### config.mk
export PLATFORM = sky130hd
export DESIGN_NAME = vga_timing_gen_flat
export DESIGN_NICKNAME = d
export VERILOG_FILES = /design/src/rtl/vga_timing_gen_pkg.sv /design/src/rtl/vga_timing_gen_if.sv /design/src/rtl/vga_timing_gen_axis_counter.sv /design/src/rtl/vga_timing_gen.sv /design/src/flat_wrapper.sv
export SDC_FILE = /design/constraint.sdc
export NUM_CORES = 1
export LEC_CHECK = 0
export CORE_AREA = 2 2 63 77
export CTS_BUF_LIST = sky130_fd_sc_hd__clkbuf_16
export CTS_CLUSTER_SIZE = 12
export DETAILED_ROUTE_END_ITERATION = 10
export DIE_AREA = 0 0 65 79
export GPL_TIMING_DRIVEN = 0
export PLACE_DENSITY_LB_ADDON = 0.12
export SETUP_SLACK_MARGIN = 0.15
export SLEW_MARGIN = 5
export SYNTH_ARGS = -nofsm -noshare
export SYNTH_HDL_FRONTEND = slang
export SYNTH_SLANG_ARGS = --single-unit
### constraint.sdc
create_clock -name clk -period 1.9 [get_ports clk]
set_input_delay 0.38 -clock clk [delete_from_list [all_inputs] [get_ports clk]]
set_output_delay 0.38 -clock clk [all_outputs]
set_load 0.1 [all_outputs]
### src/rtl/vga_timing_gen_pkg.sv
// -----------------------------------------------------------------------------
// vga_timing_pkg
// Shared constants for the VGA raster timing generator: default 640x480@60
// porch/sync geometry, derived totals and sync windows, and sync polarity
// encodings. Imported by the interface, the axis counter and the top level.
// -----------------------------------------------------------------------------
package vga_timing_pkg;

  // Coordinate width for hpos/vpos; totals must fit in this many bits.
  localparam int COORD_W   = 10;
  localparam int AXIS_MAX  = 1024;

  // Default 640x480@60 horizontal geometry (pixels).
  localparam int DEF_H_DISP = 640;
  localparam int DEF_H_FP   = 16;
  localparam int DEF_H_SYNC = 96;
  localparam int DEF_H_BP   = 48;

  // Default 640x480@60 vertical geometry (lines).
  localparam int DEF_V_DISP = 480;
  localparam int DEF_V_FP   = 10;
  localparam int DEF_V_SYNC = 2;
  localparam int DEF_V_BP   = 33;

  // Derived totals and inclusive sync windows for the defaults.
  localparam int DEF_H_TOTAL      = DEF_H_DISP + DEF_H_FP + DEF_H_SYNC + DEF_H_BP;
  localparam int DEF_V_TOTAL      = DEF_V_DISP + DEF_V_FP + DEF_V_SYNC + DEF_V_BP;
  localparam int DEF_H_SYNC_START = DEF_H_DISP + DEF_H_FP;
  localparam int DEF_H_SYNC_END   = DEF_H_SYNC_START + DEF_H_SYNC - 1;
  localparam int DEF_V_SYNC_START = DEF_V_DISP + DEF_V_FP;
  localparam int DEF_V_SYNC_END   = DEF_V_SYNC_START + DEF_V_SYNC - 1;

  // Sync polarity: the level the sync output takes while active.
  localparam logic POL_ACTIVE_LOW  = 1'b0;
  localparam logic POL_ACTIVE_HIGH = 1'b1;

endpackage

### src/rtl/vga_timing_gen_if.sv
// -----------------------------------------------------------------------------
// vga_timing_gen_if
// Raster timing bundle from the timing generator to the pixel stage.
//   pix_ce        pixel advance strobe
//   hpos/vpos     current column/line
//   hsync/vsync   sync outputs at configured polarity
//   display_on    inside the visible area
//   line_start    new line entered (one clk)
//   frame_start   (0,0) entered (one clk)
//   vblank_start  (0,V_DISP) entered (one clk)
//   frame_no      completed-frame count (FRAME_W bits)
// master: driven by vga_timing_gen; slave: consumer.
// -----------------------------------------------------------------------------
interface vga_timing_gen_if
  import vga_timing_pkg::*;
#(
  parameter int FRAME_W = 9
);
  logic               pix_ce;
  logic [COORD_W-1:0] hpos;
  logic [COORD_W-1:0] vpos;
  logic               hsync;
  logic               vsync;
  logic               display_on;
  logic               line_start;
  logic               frame_start;
  logic               vblank_start;
  logic [FRAME_W-1:0] frame_no;

  modport master (
    output pix_ce, hpos, vpos, hsync, vsync, display_on,
           line_start, frame_start, vblank_start, frame_no
  );

  modport slave (
    input  pix_ce, hpos, vpos, hsync, vsync, display_on,
           line_start, frame_start, vblank_start, frame_no
  );
endinterface

### src/rtl/vga_timing_gen_axis_counter.sv
// -----------------------------------------------------------------------------
// vga_axis_counter
// Modulo-N position counter for one raster axis with an increment enable.
// Resets to N-1 so the first increment lands on 0.
//   clk, rst_n  clock, async active-low reset
//   inc         advance by one (wrapping N-1 -> 0)
//   count       registered position
//   at_last     count == N-1 (the next increment wraps)
//   disp_next   combinational: next position is inside [0, DISP-1]
//   sync        registered sync flag at POL, decoded from the next position
//               so it lines up with count in the same cycle
// -----------------------------------------------------------------------------
module vga_axis_counter
  import vga_timing_pkg::*;
#(
  parameter int   N          = DEF_H_TOTAL,
  parameter int   DISP       = DEF_H_DISP,
  parameter int   SYNC_START = DEF_H_SYNC_START,
  parameter int   SYNC_END   = DEF_H_SYNC_END,
  parameter logic POL        = POL_ACTIVE_LOW
) (
  input  logic               clk,
  input  logic               rst_n,
  input  logic               inc,
  output logic [COORD_W-1:0] count,
  output logic               at_last,
  output logic               disp_next,
  output logic               sync
);

  logic [COORD_W-1:0] count_next;
  logic               sync_next;

  assign at_last = (count == COORD_W'(N - 1));

  // Next position and window decode of that next position.
  always_comb begin
    count_next = count;
    if (inc) begin
      if (at_last) begin
        count_next = {COORD_W{1'b0}};
      end else begin
        count_next = count + COORD_W'(1'b1);
      end
    end else begin
      count_next = count;
    end
    disp_next = (count_next < COORD_W'(DISP));
    if ((count_next >= COORD_W'(SYNC_START)) && (count_next <= COORD_W'(SYNC_END))) begin
      sync_next = POL;
    end else begin
      sync_next = ~POL;
    end
  end

  // Position and sync registers.
  always_ff @(posedge clk or negedge rst_n) begin
    if (!rst_n) begin
      count <= COORD_W'(N - 1);
      sync  <= ~POL;
    end else begin
      count <= count_next;
      sync  <= sync_next;
    end
  end

endmodule

### src/rtl/vga_timing_gen.sv
// -----------------------------------------------------------------------------
// vga_timing_gen
// Raster timing generator: pixel prescaler, horizontal/vertical position
// counters, sync/display windows, line/frame/vblank strobes and a completed-
// frame counter. Every output is a flop and all are aligned to the same
// position: a flag seen next to (hpos,vpos) describes exactly that position.
//   clk    system clock
//   rst_n  asynchronous active-low reset
//   vif    vga_timing_gen_if.master carrying all timing outputs
// The interface FRAME_W must equal this module's FRAME_W.
// -----------------------------------------------------------------------------
module vga_timing_gen
  import vga_timing_pkg::*;
#(
  parameter int   H_DISP  = DEF_H_DISP,
  parameter int   H_FP    = DEF_H_FP,
  parameter int   H_SYNC  = DEF_H_SYNC,
  parameter int   H_BP    = DEF_H_BP,
  parameter int   V_DISP  = DEF_V_DISP,
  parameter int   V_FP    = DEF_V_FP,
  parameter int   V_SYNC  = DEF_V_SYNC,
  parameter int   V_BP    = DEF_V_BP,
  parameter logic H_POL   = POL_ACTIVE_LOW,
  parameter logic V_POL   = POL_ACTIVE_LOW,
  parameter int   PIX_DIV = 1,
  parameter int   FRAME_W = 9
) (
  input  logic           clk,
  input  logic           rst_n,
  vga_timing_gen_if.master vif
);

  localparam int H_TOTAL      = H_DISP + H_FP + H_SYNC + H_BP;
  localparam int V_TOTAL      = V_DISP + V_FP + V_SYNC + V_BP;
  localparam int H_SYNC_START = H_DISP + H_FP;
  localparam int H_SYNC_END   = H_SYNC_START + H_SYNC - 1;
  localparam int V_SYNC_START = V_DISP + V_FP;
  localparam int V_SYNC_END   = V_SYNC_START + V_SYNC - 1;

  if ((PIX_DIV < 1) || (PIX_DIV > 4)) begin : g_bad_pix_div
    $error("vga_timing_gen: PIX_DIV must be 1..4");
  end
  if ((H_TOTAL > AXIS_MAX) || (V_TOTAL > AXIS_MAX)) begin : g_bad_total
    $error("vga_timing_gen: H_TOTAL/V_TOTAL must not exceed 1024");
  end

  localparam logic [1:0] PRE_LAST = 2'(PIX_DIV - 1);

  logic [1:0]         presc;
  logic [1:0]         presc_next;
  logic               adv;
  logic [COORD_W-1:0] hpos;
  logic [COORD_W-1:0] vpos;
  logic               h_last;
  logic               v_last;
  logic               h_disp_next;
  logic               v_disp_next;
  logic               hsync;
  logic               vsync;
  logic               pix_ce;
  logic               display_on;
  logic               line_start;
  logic               frame_start;
  logic               vblank_start;
  logic               line_start_next;
  logic               frame_start_next;
  logic               vblank_start_next;
  logic [FRAME_W-1:0] frame_no;

  // Advance happens on the edge closing the last prescaler clk of a pixel.
  // The strobes are set by that same edge, so they are high only in the first
  // clk of the newly entered pixel.
  always_comb begin
    adv = (presc == PRE_LAST);
    if (adv) begin
      presc_next = 2'd0;
    end else begin
      presc_next = presc + 2'd1;
    end
    line_start_next   = adv & h_last;
    frame_start_next  = line_start_next & v_last;
    vblank_start_next = line_start_next & (vpos == COORD_W'(V_DISP - 1));
  end

  vga_axis_counter #(
    .N          (H_TOTAL),
    .DISP       (H_DISP),
    .SYNC_START (H_SYNC_START),
    .SYNC_END   (H_SYNC_END),
    .POL        (H_POL)
  ) u_h_axis (
    .clk       (clk),
    .rst_n     (rst_n),
    .inc       (adv),
    .count     (hpos),
    .at_last   (h_last),
    .disp_next (h_disp_next),
    .sync      (hsync)
  );

  // Vertical axis steps only on the horizontal wrap, so vsync can only
  // change together with hpos returning to 0.
  vga_axis_counter #(
    .N          (V_TOTAL),
    .DISP       (V_DISP),
    .SYNC_START (V_SYNC_START),
    .SYNC_END   (V_SYNC_END),
    .POL        (V_POL)
  ) u_v_axis (
    .clk       (clk),
    .rst_n     (rst_n),
    .inc       (adv & h_last),
    .count     (vpos),
    .at_last   (v_last),
    .disp_next (v_disp_next),
    .sync      (vsync)
  );

  // Prescaler, pix_ce, display window, strobes and frame counter.
  always_ff @(posedge clk or negedge rst_n) begin
    if (!rst_n) begin
      presc        <= 2'd0;
      pix_ce       <= 1'b0;
      display_on   <= 1'b0;
      line_start   <= 1'b0;
      frame_start  <= 1'b0;
      vblank_start <= 1'b0;
      frame_no     <= {FRAME_W{1'b0}};
    end else begin
      presc        <= presc_next;
      pix_ce       <= (presc_next == PRE_LAST);
      display_on   <= h_disp_next & v_disp_next;
      line_start   <= line_start_next;
      frame_start  <= frame_start_next;
      vblank_start <= vblank_start_next;
      if (vblank_start_next) begin
        frame_no <= frame_no + FRAME_W'(1'b1);
      end else begin
        frame_no <= frame_no;
      end
    end
  end

  assign vif.pix_ce       = pix_ce;
  assign vif.hpos         = hpos;
  assign vif.vpos         = vpos;
  assign vif.hsync        = hsync;
  assign vif.vsync        = vsync;
  assign vif.display_on   = display_on;
  assign vif.line_start   = line_start;
  assign vif.frame_start  = frame_start;
  assign vif.vblank_start = vblank_start;
  assign vif.frame_no     = frame_no;

endmodule

### src/flat_wrapper.sv
// flat-port wrapper written by rule: the top's interface ports become plain ports
module vga_timing_gen_flat import vga_timing_pkg::*;
#(
  parameter int   H_DISP  = DEF_H_DISP,
  parameter int   H_FP    = DEF_H_FP,
  parameter int   H_SYNC  = DEF_H_SYNC,
  parameter int   H_BP    = DEF_H_BP,
  parameter int   V_DISP  = DEF_V_DISP,
  parameter int   V_FP    = DEF_V_FP,
  parameter int   V_SYNC  = DEF_V_SYNC,
  parameter int   V_BP    = DEF_V_BP,
  parameter logic H_POL   = POL_ACTIVE_LOW,
  parameter logic V_POL   = POL_ACTIVE_LOW,
  parameter int   PIX_DIV = 1,
  parameter int   FRAME_W = 9
)
  (clk, rst_n, vif_pix_ce, vif_hpos, vif_vpos, vif_hsync, vif_vsync, vif_display_on, vif_line_start, vif_frame_start, vif_vblank_start, vif_frame_no);
  vga_timing_gen_if #(.FRAME_W(FRAME_W)) vif_i ();
  input  logic clk;
  input  logic rst_n;
  output wire logic [$bits(vif_i.pix_ce)-1:0] vif_pix_ce;
  output wire logic [$bits(vif_i.hpos)-1:0] vif_hpos;
  output wire logic [$bits(vif_i.vpos)-1:0] vif_vpos;
  output wire logic [$bits(vif_i.hsync)-1:0] vif_hsync;
  output wire logic [$bits(vif_i.vsync)-1:0] vif_vsync;
  output wire logic [$bits(vif_i.display_on)-1:0] vif_display_on;
  output wire logic [$bits(vif_i.line_start)-1:0] vif_line_start;
  output wire logic [$bits(vif_i.frame_start)-1:0] vif_frame_start;
  output wire logic [$bits(vif_i.vblank_start)-1:0] vif_vblank_start;
  output wire logic [$bits(vif_i.frame_no)-1:0] vif_frame_no;
  assign vif_pix_ce = vif_i.pix_ce;
  assign vif_hpos = vif_i.hpos;
  assign vif_vpos = vif_i.vpos;
  assign vif_hsync = vif_i.hsync;
  assign vif_vsync = vif_i.vsync;
  assign vif_display_on = vif_i.display_on;
  assign vif_line_start = vif_i.line_start;
  assign vif_frame_start = vif_i.frame_start;
  assign vif_vblank_start = vif_i.vblank_start;
  assign vif_frame_no = vif_i.frame_no;
  vga_timing_gen #(.H_DISP(H_DISP), .H_FP(H_FP), .H_SYNC(H_SYNC), .H_BP(H_BP), .V_DISP(V_DISP), .V_FP(V_FP), .V_SYNC(V_SYNC), .V_BP(V_BP), .H_POL(H_POL), .V_POL(V_POL), .PIX_DIV(PIX_DIV), .FRAME_W(FRAME_W)) u_core (.clk(clk), .rst_n(rst_n), .vif(vif_i));
endmodule
==> results.json <==
{
  "clock_tree.root_cell": "sky130_fd_sc_hd__clkbuf_16",
  "tritoncts_num_sinks": 38,
  "netlist_top_cells_area": "sky130_fd_sc_hd__dfrtp_1 (32%), sky130_fd_sc_hd__dfstp_2 (16%), sky130_fd_sc_hd__xnor2_1 (5.2%)",
  "number_of_failing_hold_endpoints_at_the_final_stage": 0,
  "static-leakage-power_uw": 0.00136,
  "grt_antenna_before_repair": 0,
  "globalRouteOverflowTotal": 0,
  "io_pins": 38,
  "seq_area_um2": 1010,
  "gp_routability_congestion": 0.874,
  "syn_avg_cell_area_um2": 10.5,
  "port_buffers": 37,
  "slew_headroom": 0.453,
  "startpoint_type": "register",
  "design.die.area_um2": 5140,
  "grt_util_all_layers": 0.217,
  "start_util": 0.455,
  "crit-reg2reg-capture": "u_core.u_v_axis.sync$_DFF_PN1_",
  "synth-async-reset-ratio": 1.00,
  "synthCells": 192,
  "timing.hold.worst.class": "input pin to async pin",
  "via_count": 1833,
  "crit-reg2reg-launch": "u_core.u_h_axis.count[4]$_DFF_PN1_",
  "setup_viol": 1,
  "placed_cells_incl_taps": 287,
  "cp-end-kind": "register",
  "fraction_of_layout_instances_using_a_drive_strength_above_1": 0.532,
  "synth_flop_cell": "sky130_fd_sc_hd__dfrtp_1",
  "synthesis.area_um2": 2010,
  "multi_input_area_um2": 1180,
  "core_area_um2": 4430,
  "r2r_setup_slack_ns": -0.008,
  "maximum_vdd_drop_mv": 0.394,
  "fin_worst_hold_slack_ns": 0.200,
  "worst-endpoint-required_ns": 2.08,
  "finish.net_count": 274,
  "grt_pass1_wl_um": 8680,
  "yosysWarnings": 0,
  "run_status": "complete, but fails checks",
  "power_density_nw_per_um2": 508,
  "worst-endpoint-arrival_ns": 2.09,
  "drt_first_iter_violations": 160,
  "die_w_um": 65,
  "htree_levels": 2,
  "syn_nets": 200,
  "max_clock_freq_ghz": 0.524,
  "route.detailed.vias_per_inst": 5.64,
  "cp_slowest_cell": "sky130_fd_sc_hd__dfstp_4",
  "timing.setup.tns_ns": -0.00845,
  "post_synthesis_cell_type_count": 44,
  "worst-setup-path-type": "register to register",
  "diodes": 0,
  "violations": "setup timing",
  "postSynthRegisterBits": 38,
  "rsz0062_at_grt": "yes",
  "yosysMostFrequentCell": "sky130_fd_sc_hd__dfrtp_1",
  "vias_in_the_first_global_route": 1839,
  "max-cap-violations": 0,
  "timing_max_transition_violations_final": 0,
  "tritoncts.num_buffers": 5,
  "clock_skew_ns": 0.00413,
  "max_stage_delay_ns": 0.63,
  "period_share": 1.00,
  "timing.critical_path.cells": "clkbuf_8 -> buf_6 -> nand3b_1 -> nor4_4 -> xnor2_1 -> nor3_2 -> nand4b_1",
  "post_cts_hold_buffer_count": 0,
  "worst_r2r_path_depth": 7,
  "setup_slack_ns": -0.00845,
  "cts_max_path_buffers": 2,
  "dp_hpwl_um": 3210,
  "wire_per_inst_um": 16.2,
  "worst_skew_pair.late_latency_ns": 0.28,
  "tritoncts": "yes",
  "synth-seq-area-share": 0.480,
  "y_dimension_of_the_die_um": 79,
  "first_pass_iters": 4,
  "period_minus_slack_ns": 1.91,
  "pin_count_of_the_biggest_net_entering_global_routing": 39,
  "clk_transition_reported_paths_ns": 0.06,
  "route.antenna.remaining_nets": 0,
  "route.detailed.drc": 0,
  "core.rowCount": 27,
  "worst_slew_pin_slew_ns": 0.821,
  "synth-edff-count": 0,
  "layoutNonFillerInstCount": 325,
  "post_synth_top_cells": "sky130_fd_sc_hd__dfrtp_1 (26), sky130_fd_sc_hd__inv_1 (15), sky130_fd_sc_hd__nand2_1 (14)",
  "wl_um": 5260,
  "yosys.area.top_type": "sky130_fd_sc_hd__dfrtp_1",
  "worst-path-max-fanout": 4,
  "fillCellCount": 322,
  "post-synth-top-area-fraction": 0.323,
  "layout-area-overhead-vs-synth_pct": 56.4
}
[through the flow]
stage / power, uW / setup slack [ns] / area [um2] / utilization
6_report: 1600 / -0.00845 / 3150 / 0.711
5_1_grt: 1670 / -0.0831 / 3150 / 0.711
4_1_cts: 1620 / 0.00735 / 3030 / 0.684
3_5_place_dp: 840 / -0.254 / 2550 / 0.576
3_3_place_gp: 841 / -0.607 / 2550 / 0.577
2_1_floorplan: 824 / -0.162 / 2110 / -
[worst max-delay path: cells and delay by family, from the launching register on]
| family | cells | cell delay [ns] |
|---|---|---|
| xor+xnor | 1 | 0.14 |
| buf+inv | 2 | 0.21 |
| flops | 1 | 0.63 |
| simple gates | 4 | 0.83 |
[worst max-delay path by stage]
stage | from | slack (ns) | depth (start not counted) | to
floorplan | u_core.u_h_axis.count[0]$_DFF_PN1_ | -0.16 | 8 | u_core.vif.frame_no[4]$_DFFE_PN0P_
detailed placement | u_core.u_v_axis.count[3]$_DFF_PN1_ | -0.25 | 1 | vif_vpos[3]
global route | u_core.u_v_axis.count[1]$_DFF_PN0_ | -0.08 | 6 | u_core.u_v_axis.sync$_DFF_PN1_
finish | u_core.u_h_axis.count[4]$_DFF_PN1_ | -0.008 | 7 | u_core.u_v_axis.sync$_DFF_PN1_
CTS | u_core.u_v_axis.count[3]$_DFF_PN1_ | 0.007 | 1 | vif_vpos[3]
global placement | rst_n | -0.61 | 1 | u_core.u_v_axis.count[0]$_DFF_PN0_
[power by group]
part	total [uW]	switching [uW]	internal, uW
clock	774	301	473
combinational	15.4	14.7	0.742
sequential	810	0	810
total	1600	315	1280
[layer usage]
| layer | part of all wire | track usage | vias up |
|---|---|---|---|
| li1 | - | - | 829 |
| met1 | 0.39 | 0.258 | 914 |
| met2 | 0.53 | 0.376 | 74 |
| met3 | 0.051 | 0.0425 | 16 |
| met4 | 0.030 | 0.100 | 0 |
| met5 | 0 | 0 | - |
[area by class of cell]
type,instances,share of cell area
timing repair buffer,67,0.196
sequential,38,0.322
inverter,16,0.0207
buffer,6,0.0203
clock buffer,5,0.0398
tap,58,0.0231
multi-input combinational,132,0.374
clock inverter,3,0.00398
[layout by cell type, fill, tap and decap left out, types with 4 or more instances in the layout]
master | Yosys | routed
sky130_fd_sc_hd__nor2_1 | 6 | 5
sky130_fd_sc_hd__dfrtp_1 | 26 | 16
sky130_fd_sc_hd__and3_1 | 5 | 4
sky130_fd_sc_hd__buf_6 | 0 | 10
sky130_fd_sc_hd__inv_1 | 15 | 15
sky130_fd_sc_hd__nand2b_1 | 4 | 4
sky130_fd_sc_hd__xor2_1 | 7 | 7
sky130_fd_sc_hd__buf_4 | 2 | 25
sky130_fd_sc_hd__buf_2 | 3 | 6
sky130_fd_sc_hd__clkbuf_4 | 0 | 4
sky130_fd_sc_hd__dfstp_2 | 12 | 5
sky130_fd_sc_hd__nor4_4 | 2 | 6
sky130_fd_sc_hd__nand2_1 | 14 | 13
sky130_fd_sc_hd__nor3_2 | 1 | 6
sky130_fd_sc_hd__xnor2_1 | 12 | 10
sky130_fd_sc_hd__clkbuf_16 | 0 | 5
sky130_fd_sc_hd__dfrtp_2 | 0 | 7
sky130_fd_sc_hd__dfstp_4 | 0 | 7
sky130_fd_sc_hd__nand4_1 | 8 | 8
sky130_fd_sc_hd__clkdlybuf4s15_2 | 0 | 26
sky130_fd_sc_hd__nand3_1 | 12 | 10
[registers in the layout, summed over array words and instances, names as in the netlist]
| name | cells |
|---|---|
| u_core.presc | 2 |
| u_core.u_h_axis.count | 10 |
| u_core.u_h_axis.sync | 1 |
| u_core.u_v_axis.count | 10 |
| u_core.u_v_axis.sync | 1 |
| u_core.vif.display_on | 1 |
| u_core.vif.frame_no | 9 |
| u_core.vif.frame_start | 1 |
| u_core.vif.line_start | 1 |
| u_core.vif.pix_ce | 1 |
| u_core.vif.vblank_start | 1 |
[cell families (layout without fill, tap and decap cells)]
family	count (synthesis)	count (layout)	synth area share
simple gates	85	85	0.274
flops	38	38	0.480
buf+inv	22	97	0.0473
xor+xnor	19	19	0.0827
compound gates	18	18	0.0566
fa+ha+maj	6	6	0.0373
mux	4	4	0.0218
[timing repair]
action | 4_1_cts | 5_1_grt
pin swaps | 12 | 6
setup buffers | 26 | 4
resized for setup | 157 | 28
hold endpoints to repair | 0 | 0
endpoints found under the setup margin | 56 | 27
(Power assumes the default switching activity.)
